`src/rtl/pixel_framer.sv`:
```
// Pixel stream framer: tags each accepted pixel with frame/line markers and X/Y, behind a
// two-entry skid buffer. Define PIXEL_FRAMER_THRESH_EN to binarise pixels against THRESHOLD.
module pixel_framer #(
  parameter int PIX_W     = 8,
  parameter int IMG_W     = 640,
  parameter int IMG_H     = 480,
  parameter int XW        = 10,
  parameter int YW        = 9,
  parameter int THRESHOLD = 128
) (
  input  logic             Clk,
  input  logic             nReset,
  input  logic             Restart,
  input  logic             In_Valid,
  output logic             In_Ready,
  input  logic [PIX_W-1:0] In_Pixel,
  output logic             Out_Valid,
  input  logic             Out_Ready,
  output logic [PIX_W-1:0] Out_Pixel,
  output logic             Out_Frame,
  output logic             Out_Line,
  output logic [XW-1:0]    Out_X,
  output logic [YW-1:0]    Out_Y,
  output logic             Frame_Done
);

  typedef struct packed {
    logic [PIX_W-1:0] pixel;
    logic             frame;
    logic             line;
    logic [XW-1:0]    x;
    logic [YW-1:0]    y;
  } beat_t;

  localparam logic [XW-1:0] LastCol = XW'(IMG_W - 1);
  localparam logic [YW-1:0] LastRow = YW'(IMG_H - 1);

  logic [XW-1:0]    col_q;
  logic [YW-1:0]    row_q;
  logic             ready_q;
  logic             out_vld_q;
  logic             out_vld_d;
  logic             skid_vld_q;
  logic             skid_vld_d;
  beat_t            out_q;
  beat_t            out_d;
  beat_t            skid_q;
  beat_t            skid_d;
  beat_t            new_beat;
  logic [PIX_W-1:0] pix_in;
  logic             accept;
  logic             drain;
  logic             at_last_col;
  logic             at_last_row;
  logic             done_q;

  // Restart masks the registered ready so the pixel offered alongside it is never taken
  assign In_Ready    = ready_q && !Restart;
  assign accept      = In_Valid && In_Ready;
  assign drain       = out_vld_q && Out_Ready && !Restart;
  assign at_last_col = (col_q == LastCol);
  assign at_last_row = (row_q == LastRow);

`ifdef PIXEL_FRAMER_THRESH_EN
  assign pix_in = (In_Pixel >= PIX_W'(THRESHOLD)) ? {PIX_W{1'b1}} : '0;
`else
  assign pix_in = In_Pixel;
`endif

  always_comb begin
    new_beat.pixel = pix_in;
    new_beat.frame = (col_q == '0) && (row_q == '0);
    new_beat.line  = at_last_col;
    new_beat.x     = col_q;
    new_beat.y     = row_q;
  end

  always_ff @(posedge Clk or negedge nReset) begin
    if (!nReset) begin
      col_q <= '0;
      row_q <= '0;
    end else if (Restart) begin
      col_q <= '0;
      row_q <= '0;
    end else if (accept) begin
      if (at_last_col) begin
        col_q <= '0;
        row_q <= at_last_row ? '0 : row_q + 1'b1;
      end else begin
        col_q <= col_q + 1'b1;
      end
    end
  end

  // The skid entry only fills when the output register is stuck, and always drains first
  always_comb begin
    out_vld_d  = out_vld_q;
    out_d      = out_q;
    skid_vld_d = skid_vld_q;
    skid_d     = skid_q;
    if (Restart) begin
      out_vld_d  = 1'b0;
      skid_vld_d = 1'b0;
    end else if (!out_vld_q || drain) begin
      if (skid_vld_q) begin
        out_d      = skid_q;
        out_vld_d  = 1'b1;
        skid_vld_d = 1'b0;
      end else if (accept) begin
        out_d     = new_beat;
        out_vld_d = 1'b1;
      end else begin
        out_vld_d = 1'b0;
      end
    end else if (accept) begin
      skid_d     = new_beat;
      skid_vld_d = 1'b1;
    end
  end

  always_ff @(posedge Clk or negedge nReset) begin
    if (!nReset) begin
      out_vld_q  <= 1'b0;
      skid_vld_q <= 1'b0;
      out_q      <= '0;
      skid_q     <= '0;
      ready_q    <= 1'b0;
      done_q     <= 1'b0;
    end else begin
      out_vld_q  <= out_vld_d;
      skid_vld_q <= skid_vld_d;
      out_q      <= out_d;
      skid_q     <= skid_d;
      ready_q    <= !skid_vld_d;
      done_q     <= drain && out_q.line && (out_q.y == LastRow);
    end
  end

  assign Out_Valid  = out_vld_q;
  assign Out_Pixel  = out_q.pixel;
  assign Out_Frame  = out_q.frame;
  assign Out_Line   = out_q.line;
  assign Out_X      = out_q.x;
  assign Out_Y      = out_q.y;
  assign Frame_Done = done_q;

endmodule

```
`config.mk`:
```
export PLATFORM = sky130hd
export DESIGN_NAME = pixel_framer
export DESIGN_NICKNAME = d
export VERILOG_FILES = /design/src/rtl/pixel_framer.sv
export SDC_FILE = /design/constraint.sdc
export NUM_CORES = 1
export LEC_CHECK = 0
export ABC_AREA = 1
export BUFFER_PORTS_ARGS = -buffer_cell sky130_fd_sc_hd__buf_4
export CORE_MARGIN = 5
export CORE_UTILIZATION = 32
export CTS_BUF_LIST = sky130_fd_sc_hd__clkbuf_8
export DETAILED_ROUTE_END_ITERATION = 6
export SLEW_MARGIN = 20
export SYNTH_ARGS = -nofsm -noshare
export SYNTH_HDL_FRONTEND = slang
export SYNTH_SLANG_ARGS = --single-unit
```
`constraint.sdc`:
```
create_clock -name Clk -period 3.1 [get_ports Clk]
set_input_delay 0.62 -clock Clk [delete_from_list [all_inputs] [get_ports Clk]]
set_output_delay 0.62 -clock Clk [all_outputs]
set_load 0.03 [all_outputs]
```
==> results of run 1 <==
-- cells by family after synthesis --
logic type               Yosys count
XOR/XNOR                           3
buffers and inverters             63
AND/OR/NAND/NOR                  281
AO/OA/AOI/OAI                     72
adder cells (fa/ha/maj)            4
flip-flops                        81
-- registers in the layout (all words and copies together), names as in the netlist --
register,flops
skid_q,29
Out_X,10
col_q,10
Out_Y,9
row_q,9
Out_Pixel,8
Frame_Done,1
Out_Frame,1
Out_Line,1
Out_Valid,1
ready_q,1
skid_vld_q,1
-- critical path, cell delays in order, from the launching register on --
cell	delay, ps
dfrtp_1	380
inv_1	470
o21ai_2	150
nand2_2	490
inv_4	260
nand2_1	110
o21ai_0	80
-- where the power goes --
group / switching, µW / total [µW] / leakage, µW / internal (µW)
Sequential: 46.2 / 1200 / 0.00109 / 1150
Clock: 417 / 794 / 0.0000885 / 377
Combinational: 257 / 379 / 0.00121 / 122
-- synth_stat cells (3+ instances only) --
cell type	number	share of area
a21oi_1	6	0.0075
buf_6	7	0.020
clkbuf_1	4	0.0038
dfrtp_1	81	0.51
ha_1	4	0.013
inv_1	42	0.039
inv_2	3	0.0028
nand2_1	206	0.19
nand2_4	3	0.0084
nand3_1	22	0.028
nand4_1	6	0.0094
nor2_1	36	0.034
nor3_1	3	0.0038
o21ai_0	43	0.054
o21ai_2	21	0.046
xor2_1	3	0.0066
-- through the flow --
step,setup WS [ps],power [µW],hold slack (ps)
after floorplan,1380,1460,324
after global placement,914,1590,465
after detailed placement,791,1600,468
after CTS,955,2400,450
after global routing,781,2490,357
final,1020,2370,285
-- metal layers --
metal | share of wire | GRT usage | wire length [µm] | up-vias
met1 | 0.49 | 0.176 | 4460 | 1580
li1 | - | - | - | 1662
met2 | 0.44 | 0.203 | 4050 | 52
met4 | 0.018 | 0.0490 | 160 | 0
met3 | 0.050 | 0.0344 | 455 | 12
met5 | 0 | 0 | 0 | -
-- layout make-up --
cell class	count	area [µm²]	share of cell area
Sequential cell	81	2030	0.438
Multi-Input combinational cell	360	1670	0.360
Tap cell	168	210	0.0454
Clock buffer	9	124	0.0267
Clock inverter	7	77.6	0.0168
Inverter	47	181	0.0392
Timing Repair Buffer	45	342	0.0738
-- worst min-delay path by stage --
stage	start	to	slack, ps	cells past startpoint
after global placement	skid_q[11]	skid_q[11]	460	2
after floorplan	nReset	Frame_Done	320	0
after global routing	nReset	Out_Pixel[3]	360	1
after detailed placement	skid_q[0]	skid_q[0]	470	2
final	nReset	Out_Pixel[1]	290	1
after CTS	In_Pixel[4]	skid_q[25]	450	3
==> flow_summary.ini, run 1 <==
[synthesis]
ys_warn_count = 0
yosysSeqAreaShare = 0.507
syn_avg_cell_area_um2 = 7.94
synth_ff_type = dfrtp_1
synthCells = 504
synth_compound_area_frac = 0.111
syn_area_um2 = 4000
synthesis.nets = 521
synth_seq_cells = 81
synth_edf_count = 0
synth_mux_area_frac = 0
synth_fa_ha_area_frac = 0.0125
ys_types = 25
synth_simple_gate_area_frac = 0.287
synth-xor-area-share = 0.00657
synth_top_family_by_area = simple AND/OR/NAND/NOR gates
ys_async_sr_fraction = 1.00

[placed_design]
placedCellCount = 701
hpwl_um = 6450
gp_congestion = 0.814
placed_area_um2 = 4430
port_buffers = 44

[timing]
report.final.setup_viol = 0
relSlewSlack = 0.511
finalCritPeriodShare = 0.671
final.min_clock_period_ps = 2080
grt_setup_unrepaired = no
tightest_slew_ps = 733
tns_ps = 0
finalHoldViolCount = 0
fmax_mhz = 481
slew_viol_final = 0
clock_skew_ps = 13.2

[global_route]
grt_overflow = 0
grtUsageTotal = 0.131
grt_start_max_net_pins = 82
grt_pass1_wl_um = 15500
antenna_found_initial = 0
grt_pass1_vias = 3086

[setup_path]
reg2reg_from = skid_vld_q
worstSetupEndpoint = Out_Y[4]
arrival_ps = 2320
rr_worst_depth = 6
cp-startpoint = skid_vld_q
worstSetupStartpointType = flip-flop
cp_max_fo = 32
cp.required_ps = 3340
reg2reg_slack_ps = 1020
worstSetupEndpointType = flip-flop
crit_type = reg2reg
reg2reg_to = Out_Y[4]

[clocking]
cts_buffer_depth = 2
numCtsBuffers = 9
ctsResizeCount = 0
clkLatencyLatePin_ps = 370
tritoncts = yes
clkSinkCount = 81
holdBufCountCts = 0
cts_setup_buffers = 0
htree_levels = 3
cts_root_buf = clkbuf_8
path_clk_slew_ps = 90

[hold_path]
min_path_type = in2async

[final_layout]
final_util = 0.382
layout_common_cells = nand2_1, dfrtp_1, buf_4, o21ai_0, inv_1
layoutNonFillerInstCount = 717
syn2layout_area_growth_pct = 15.8
antenna_cells = 0
drive_gt1_frac = 0.173
fin_area_um2 = 4630
fill_cells = 1275
fin_nets = 561
final_common_cell = nand2_1

[routing]
wl_per_cell_um = 12.7
drtAntennaViolNets = 0
post-route-drc-count = 0
routed_wl_um = 9130
drt_first_pass_iters = 4
vias = 3306
via_per_inst = 4.61
drt_iter0_drc = 184

[floorplan]
start_util = 0.330
die_y_um = 122
die_w_um = 122
die-area_um2 = 14800
rows = 40
io_pins = 45
core_um2 = 12100

[power_and_ir_drop]
peakVddDrop_mv = 0.162
p_leak_uw = 0.00239
p_per_area_nw_per_um2 = 512

[run]
maxCapViolCount = 0

[outcome]
status = finished clean
(Power assumes the default switching activity.)
==> run 2, diff against run 1 <==
Clock period 3.1 ns to 1.9 ns, I/O delays scaled along.
==> flow_summary.ini, run 2 (synthesis results as in run 1) <==
[outcome]
status = finished clean

[floorplan]
die_w_um = 122
core_um2 = 12100
rows = 40
io_pins = 45
start_util = 0.330
die_y_um = 122
die-area_um2 = 14800

[routing]
drt_iter0_drc = 227
routed_wl_um = 9040
post-route-drc-count = 0
wl_per_cell_um = 12.5
drtAntennaViolNets = 0
vias = 3289
drt_first_pass_iters = 5
via_per_inst = 4.56

[global_route]
antenna_found_initial = 0
grt_pass1_vias = 3097
grtUsageTotal = 0.128
grt_pass1_wl_um = 15100
grt_overflow = 0
grt_start_max_net_pins = 82

[setup_path]
worstSetupEndpointType = flip-flop
worstSetupStartpointType = flip-flop
cp_max_fo = 9
reg2reg_slack_ps = 220
crit_type = reg2reg
arrival_ps = 1930
cp.required_ps = 2150

[clocking]
numCtsBuffers = 9
clkSinkCount = 81
cts_buffer_depth = 2
htree_levels = 3
tritoncts = yes
cts_root_buf = clkbuf_8
path_clk_slew_ps = 80
clkLatencyLatePin_ps = 360

[placed_design]
port_buffers = 44
gp_congestion = 0.890
hpwl_um = 6380

[timing]
tightest_slew_ps = 484
fmax_mhz = 595
whs_ps = 33.9
grt_setup_unrepaired = no
clock_skew_ps = 7.43
tns_ps = 0
finalHoldViolCount = 0
final.min_clock_period_ps = 1680
finalCritPeriodShare = 0.884
slew_viol_final = 0
relSlewSlack = 0.677
report.final.setup_viol = 0

[power_and_ir_drop]
finalPower_uw = 3830
peakVddDrop_mv = 0.280
p_per_area_nw_per_um2 = 821
p_leak_uw = 0.00242

[final_layout]
drive_gt1_frac = 0.179
sequential_cell_area_um2 = 2030
fill_cells = 1260
multiInputGateArea_um2 = 1670
final_common_cell = nand2_1
syn2layout_area_growth_pct = 16.7
fin_nets = 565
top_register = skid_q
antenna_cells = 0
largest_reg_flops = 29
layout_common_cells = nand2_1, dfrtp_1, buf_4, o21ai_0, inv_1

[run]
maxCapViolCount = 0

[hold_path]
min_path_type = in2async
==> run 2: final cells by class <==
cell class | count | share of cell area
clock buffers | 10 | 0.0295
inverters | 47 | 0.0389
flip-flops and latches | 81 | 0.434
clock inverters | 6 | 0.0123
repair buffers | 49 | 0.0815
well taps | 168 | 0.0450
multi-input cells | 360 | 0.359
==> run 2: where the power goes <==
part	leakage (µW)	switching (µW)	internal (µW)
combinational	0.00124	419	206
sequential	0.00109	74.4	1880
clock	0.000102	622	633
total	0.00242	1110	2720
==> run 2: final timing paths <==
path	startpoint	endpoint	cells after the start
setup / recovery	col_q[7]	row_q[7]	8
hold / removal	nReset	skid_q[22]	2
setup reg to reg	col_q[7]	row_q[7]	8
hold reg to reg	skid_q[9]	skid_q[9]	2
max in group asynchronous	nReset	Out_Y[0]	2
min in group Clk	In_Pixel[1]	skid_q[22]	3
==> run 2: what timing repair did <==
action	4_1_cts	5_1_grt
buffers inserted	0	0
gates resized for setup	0	1
endpoints found under the setup margin	0	4
hold buffers	0	0
==> run 2: metal layers <==
| layer | GRT usage | up-vias | share of wire |
|---|---|---|---|
| met2 | 0.200 | 65 | 0.46 |
| met5 | 0 | - | 0 |
| met1 | 0.172 | 1550 | 0.48 |
| met3 | 0.0367 | 7 | 0.057 |
| met4 | 0.0378 | 0 | 0.012 |
| li1 | - | 1667 | - |
==> run 2: per-stage QoR <==
step | worst slack, ps | instances | util | area, µm²
after CTS | 225 | 721 | 0.385 | 4660
after floorplan | 425 | 504 | - | 4000
final | 220 | 721 | 0.385 | 4670
after global placement | 240 | 705 | 0.369 | 4470
after detailed placement | 149 | 705 | 0.369 | 4470
after global routing | 16.5 | 721 | 0.385 | 4670
==> run 2: critical path, stage by stage, from the launching register on <==
cell and delay [ps]:
dfrtp_1 430, inv_1 170, nand2_1 70, nor2_1 130
nand3_1 300, nand2_1 170, nand2_2 160, nand2_1 100
nand2_1 50
